===== config.mk =====
export PLATFORM = sky130hd
export DESIGN_NAME = mem_map_ctrl
export DESIGN_NICKNAME = d
export VERILOG_FILES = /design/src/rtl/mem_map_pkg.sv /design/src/rtl/mem_bank.sv /design/src/rtl/mem_map_ctrl.sv
export SDC_FILE = /design/constraint.sdc
export NUM_CORES = 1
export LEC_CHECK = 0
export CELL_PAD_IN_SITES_DETAIL_PLACEMENT = 2
export CELL_PAD_IN_SITES_GLOBAL_PLACEMENT = 2
export CORE_UTILIZATION = 43
export CTS_CLUSTER_SIZE = 10
export DETAILED_ROUTE_END_ITERATION = 10
export PLACE_DENSITY_LB_ADDON = 0.05
export SLEW_MARGIN = 20
export SYNTH_ARGS = -nofsm -noshare
export SYNTH_HDL_FRONTEND = slang
export SYNTH_HIERARCHICAL = 1
export SYNTH_SLANG_ARGS = --single-unit

===== constraint.sdc =====
create_clock -name clk -period 2.4 [get_ports clk]
set_input_delay 0.36 -clock clk [delete_from_list [all_inputs] [get_ports clk]]
set_output_delay 0.36 -clock clk [all_outputs]
set_load 0.03 [all_outputs]

===== src/rtl/mem_map_pkg.sv =====
// Shared definitions for the banked ROM/SRAM memory-map controller.
package mem_map_pkg;

   // Controller phases: zero-fill sweep after reset, then normal service
   typedef enum logic {
      INIT = 1'b0,
      RUN  = 1'b1
   } state_e;

   localparam int unsigned ERR_CNT_W = 8;
   localparam logic [ERR_CNT_W-1:0] ERR_CNT_MAX = '1;

endpackage : mem_map_pkg


===== src/rtl/mem_bank.sv =====
// Single SRAM bank: synchronous write, asynchronous (combinational) read.
module mem_bank #(
   parameter int unsigned DATA_W  = 8,
   parameter int unsigned WORD_AW = 3
) (
   input  logic               clk,
   input  logic               we_i,
   input  logic [WORD_AW-1:0] waddr_i,
   input  logic [DATA_W-1:0]  wdata_i,
   input  logic [WORD_AW-1:0] raddr_i,
   output logic [DATA_W-1:0]  rdata_o
);

   localparam int unsigned DEPTH = 2 ** WORD_AW;

   logic [DATA_W-1:0] mem_q [DEPTH];

   // Storage array write port
   always_ff @(posedge clk) begin
      if (we_i) begin
         mem_q[waddr_i] <= wdata_i;
      end
   end

   assign rdata_o = mem_q[raddr_i];

endmodule : mem_bank


===== src/rtl/mem_map_ctrl.sv =====
// Memory-map controller: Fibonacci ROM banks below N_ROM, SRAM banks above,
// zero-fill sweep after reset, one request per cycle with a 1-cycle response.
module mem_map_ctrl
   import mem_map_pkg::*;
#(
   parameter int unsigned DATA_W  = 8,
   parameter int unsigned WORD_AW = 3,
   parameter int unsigned BANK_AW = 3,
   parameter int unsigned N_ROM   = 2,
   parameter int unsigned N_RAM   = 4
) (
   input  logic                          clk,
   input  logic                          rst_n,
   input  logic                          req,
   input  logic                          we,
   input  logic [BANK_AW+WORD_AW-1:0]    addr,
   input  logic [DATA_W-1:0]             din,
   output logic                          ready,
   output logic                          rsp_valid,
   output logic [DATA_W-1:0]             dout,
   output logic                          err,
   output logic [ERR_CNT_W-1:0]          err_cnt
);

   localparam int unsigned ADDR_W    = BANK_AW + WORD_AW;
   localparam int unsigned DEPTH     = 2 ** WORD_AW;
   localparam int unsigned ROM_WORDS = N_ROM * DEPTH;
   localparam int unsigned RAM_WORDS = N_RAM * DEPTH;
   localparam int unsigned INIT_W    = $clog2(RAM_WORDS + 1);
   localparam int unsigned IB_W      = INIT_W - WORD_AW;
   localparam int unsigned BANK_W1   = BANK_AW + 1;

   localparam logic [INIT_W-1:0]  INIT_LAST = INIT_W'(RAM_WORDS - 1);
   localparam logic [BANK_AW:0]   ROM_END   = BANK_W1'(N_ROM);
   localparam logic [BANK_AW:0]   RAM_END   = BANK_W1'(N_ROM + N_RAM);

   // Fibonacci word for linear ROM index idx, wrapped to DATA_W bits
   function automatic logic [DATA_W-1:0] rom_word(input int unsigned idx);
      logic [DATA_W-1:0] f_prev;
      logic [DATA_W-1:0] f_cur;
      logic [DATA_W-1:0] f_next;
      f_prev = DATA_W'(1);
      f_cur  = DATA_W'(1);
      for (int unsigned i = 2; i <= idx; i++) begin
         f_next = f_prev + f_cur;
         f_prev = f_cur;
         f_cur  = f_next;
      end
      return f_cur;
   endfunction

   state_e               state_q;
   logic [INIT_W-1:0]    init_cnt_q;
   logic                 ready_q;
   logic                 rsp_valid_q;
   logic [DATA_W-1:0]    dout_q;
   logic                 err_q;
   logic [ERR_CNT_W-1:0] err_cnt_q;
   logic [ERR_CNT_W-1:0] err_cnt_d;

   logic [BANK_AW-1:0]   bank_c;
   logic [WORD_AW-1:0]   word_c;
   logic                 is_rom_c;
   logic                 is_ram_c;
   logic                 accept_c;
   logic                 init_en_c;
   logic [IB_W-1:0]      init_bank_c;
   logic [WORD_AW-1:0]   init_word_c;
   logic [WORD_AW-1:0]   ram_waddr_c;
   logic [DATA_W-1:0]    ram_wdata_c;
   logic [N_RAM-1:0]     ram_we_c;
   logic [DATA_W-1:0]    ram_rdata_c [N_RAM];
   logic [DATA_W-1:0]    rom_c [ROM_WORDS];
   logic [DATA_W-1:0]    rd_data_c;
   logic                 rsp_err_c;
   logic [DATA_W-1:0]    rsp_dout_c;

   assign bank_c      = addr[ADDR_W-1:WORD_AW];
   assign word_c      = addr[WORD_AW-1:0];
   assign is_rom_c    = {1'b0, bank_c} < ROM_END;
   assign is_ram_c    = !is_rom_c && ({1'b0, bank_c} < RAM_END);
   assign accept_c    = req && ready_q && rst_n;
   assign init_en_c   = (state_q == INIT) && rst_n;
   assign init_bank_c = init_cnt_q[INIT_W-1:WORD_AW];
   assign init_word_c = init_cnt_q[WORD_AW-1:0];
   assign ram_waddr_c = init_en_c ? init_word_c : word_c;
   assign ram_wdata_c = init_en_c ? '0 : din;

   // ROM image is a constant table built at elaboration
   for (genvar g = 0; g < ROM_WORDS; g++) begin : g_rom
      assign rom_c[g] = rom_word(g);
   end

   // SRAM banks; the init sweep owns the write port until RUN
   for (genvar g = 0; g < N_RAM; g++) begin : g_ram
      assign ram_we_c[g] = init_en_c ? (init_bank_c == IB_W'(g))
                                     : (accept_c && we && (bank_c == BANK_AW'(N_ROM + g)));
      mem_bank #(
         .DATA_W  (DATA_W),
         .WORD_AW (WORD_AW)
      ) u_bank (
         .clk     (clk),
         .we_i    (ram_we_c[g]),
         .waddr_i (ram_waddr_c),
         .wdata_i (ram_wdata_c),
         .raddr_i (word_c),
         .rdata_o (ram_rdata_c[g])
      );
   end

   // Read-data select across ROM words and SRAM banks, plus response decode
   always_comb begin
      rd_data_c = '0;
      for (int unsigned i = 0; i < ROM_WORDS; i++) begin
         if (is_rom_c && (addr == ADDR_W'(i))) begin
            rd_data_c = rom_c[i];
         end
      end
      for (int unsigned i = 0; i < N_RAM; i++) begin
         if (is_ram_c && (bank_c == BANK_AW'(N_ROM + i))) begin
            rd_data_c = ram_rdata_c[i];
         end
      end
      rsp_err_c  = !is_ram_c && !(is_rom_c && !we);
      rsp_dout_c = (!we && !rsp_err_c) ? rd_data_c : '0;
      err_cnt_d  = err_cnt_q;
      if (accept_c && rsp_err_c && (err_cnt_q != ERR_CNT_MAX)) begin
         err_cnt_d = err_cnt_q + ERR_CNT_W'(1);
      end
   end

   // Phase FSM, init sweep counter and registered response outputs
   always_ff @(posedge clk) begin
      if (!rst_n) begin
         state_q     <= INIT;
         init_cnt_q  <= '0;
         ready_q     <= 1'b0;
         rsp_valid_q <= 1'b0;
         dout_q      <= '0;
         err_q       <= 1'b0;
         err_cnt_q   <= '0;
      end else begin
         rsp_valid_q <= accept_c;
         dout_q      <= accept_c ? rsp_dout_c : '0;
         err_q       <= accept_c && rsp_err_c;
         err_cnt_q   <= err_cnt_d;
         if (state_q == INIT) begin
            ready_q <= 1'b0;
            if (init_cnt_q == INIT_LAST) begin
               state_q    <= RUN;
               ready_q    <= 1'b1;
               init_cnt_q <= '0;
            end else begin
               init_cnt_q <= init_cnt_q + INIT_W'(1);
            end
         end else begin
            ready_q <= 1'b1;
         end
      end
   end

   assign ready     = ready_q;
   assign rsp_valid = rsp_valid_q;
   assign dout      = dout_q;
   assign err       = err_q;
   assign err_cnt   = err_cnt_q;

endmodule : mem_map_ctrl


==> out/metrics.yaml <==
status:
  status: "completed"
clock_tree:
  htreeDepth: 2
  insertion_delay_ns: 0.51
  clk_pin_slew_ns: 0.05
  cts_resized: 0
  cts_root_buffer: "clkbuf_16"
  cts_hold_buf: 0
  cts_setup_buffers: 0
  clock_sinks: 281
  cts_made_buffers: 34
  ctsLongestPathBuffers: 3
  cts_tree: "yes"
synthesis:
  synth_area_leaders: "edfxtp_1 (65%), mux4_1 (13%), dfxtp_1 (4.2%)"
  synth_cell_types: 49
  synthFlopType: "edfxtp_1"
  netlist_instances: 655
  yosysWarnings: 6
  syn_area_um2: 11900
  ys_seq_area_share_pct: 69.1
  netlist.top_cell.by_area: "edfxtp_1"
  synth_area_per_cell_um2: 18.1
  synth-edff-count: 256
  syn-num-nets: 678
  yosysTopAreaCellShare_pct: 64.8
  yosys_register_bits: 281
  async_flop_share_pct: 0
placed_design:
  portBuffers: 36
  dp_hpwl_mm: 21.9
  dpl_worst_slack_ns: -0.327
  place.gp.congestion: 0.806
  placed_area_um2: 13500
setup_path:
  crit_path_start_kind: "flop"
  crit_arrival_ns: 2.61
  critPathMaxFanout: 1
  worstSetupEndpointType: "flop"
  required_ns: 2.80
  path_class: "flop to flop"
layout:
  area_growth_pct: 21.9
  antennaDiodeCount: 0
  fin_area_um2: 14500
  fill_cells: 2346
  final_cell_mix: "edfxtp_1 (256), buf_4 (105), mux4_1 (60)"
  final_nets: 836
  drive_gt1_share_pct: 25.1
  layout_commonest_cell: "edfxtp_1"
  fin_util_pct: 53.5
power_and_ir_drop:
  irDropWorstVdd_v: 0.000720
  leakagePower_nw: 5.10
  fin_total_pwr_mw: 10.7
  powerDensity_nw_per_um2: 743
global_routing:
  grt_pass1_wl_mm: 48.9
  grt_max_degree: 33
  grtUsageTotal_pct: 24.1
  grt.overflow.total: 0
  antenna_found_initial: 0
  grt_pass1_vias: 7392
sta:
  fin_crit_sh_pct: 92.3
  setup_violations: 0
  max_freq_mhz: 451
  worstMarginPinSlew_ns: 0.457
  rsz0062_at_grt: "false"
  drv_slew: 0
  max_slew_margin_pct: 69.5
  finalCriticalPeriod_ns: 2.22
  hold_viol: 0
  fin_worst_skew_ns: 0.0142
  fin_ws_ns: 0.185
routing:
  drc: 0
  drt-initial-drc-count: 447
  drtAntennaViolNets: 0
  drt-vias-per-instance: 5.71
  firstDrtPassIters: 5
  vias: 6703
  routed_wl_mm: 32.5
  wl_per_cell_um: 27.7
floorplan:
  dieWidth_um: 168
  dieArea_um2: 28200
  start_util_pct: 43.9
  row_count: 60
  io_pins: 37
  coreArea_um2: 27000
  fp.dieH_um: 168
hold_path:
  hold_path_class: "flop to flop"
flow_run:
  drv_cap: 0
==> cell usage after synthesis, drive strengths merged, types with 2 or more instances <==
master,instances
a22oi,3
nand2,37
nand2b,16
and2b,2
nor3b,2
nor2,40
a22o,2
edfxtp,256
a211oi,2
inv,9
and4,2
buf,21
a21oi,14
dfxtp,25
nor2b,7
mux2i,7
and2,11
nand3,14
and3,5
xnor2,3
a21o,2
mux2,36
a31oi,3
o21ai,25
mux4,65
clkbuf,11
ha,5
nor3,12
o32ai,4
==> registers in the layout, summed over array words and instances (netlist names) <==
signal	count
init_cnt_q	6
g_ram.u_bank/mem_q	256
err_cnt	8
err	1
rsp_valid	1
ready	1
dout	8
==> worst max-delay path: stages (launching register included) <==
cell      delay, ns
edfxtp_1       0.36
mux4_1         0.56
mux2_2         0.32
a22o_1         0.22
mux4_2         0.47
and2_1         0.18
==> path summary, 6_finish.rpt <==
| kind | startpoint | end | slack [ns] | cells after the start |
|---|---|---|---|---|
| worst max-delay path | g_ram[1].u_bank/mem_q[4][5] | dout[5] | 0.18 | 5 |
| worst min-delay path | err_cnt[6] | err_cnt[6] | 0.53 | 2 |
| worst max register to register | g_ram[1].u_bank/mem_q[4][5] | dout[5] | 0.18 | 5 |
| worst min register to register | err_cnt[6] | err_cnt[6] | 0.53 | 2 |
==> logic make-up after synthesis <==
| group | synth area share, % |
|---|---|
| buffers and inverters | 2.31 |
| DFF | 69.1 |
| adders and majority gates | 0.528 |
| xor gates and xnor gates | 0.296 |
| AOI/OAI and AO/OA | 3.29 |
| and+or+nand+nor | 6.25 |
| muxes | 18.3 |
==> layer usage <==
layer | share of wire [%] | global-route usage (%)
met3 | 3.6 | 3.24
met2 | 50 | 41.1
met1 | 44 | 32.6
met4 | 2.0 | 6.26
met5 | 0 | 0
==> metrics by stage <==
step / setup TNS (ns) / hold WS [ns] / std cells
finish: 0 / 0.526 / 1174
global route: 0 / 0.569 / 1174
CTS: 0 / 0.545 / 1174
detailed placement: -41.86 / 0.522 / 1118
global placement: -24.95 / 0.478 / 1118
floorplan: -15.17 / 0.462 / 655
==> area by class of cell <==
type | instances | area (um2) | share of cell area (%)
flip-flops and latches | 281 | 8190 | 56.6
multi-input cells | 332 | 3410 | 23.6
repair buffers | 154 | 1410 | 9.75
clock buffers | 54 | 967 | 6.69
well taps | 341 | 427 | 2.95
inverters | 10 | 37.5 | 0.260
clock inverters | 2 | 12.5 | 0.0866
==> where the power goes <==
group / internal [mW] / switching (mW) / total, mW
combinational: 0.330 / 0.420 / 0.750
sequential: 5.38 / 0.0137 / 5.39
clock: 2.74 / 1.85 / 4.59
No activity file was read; power rests on OpenSTA's default activity.
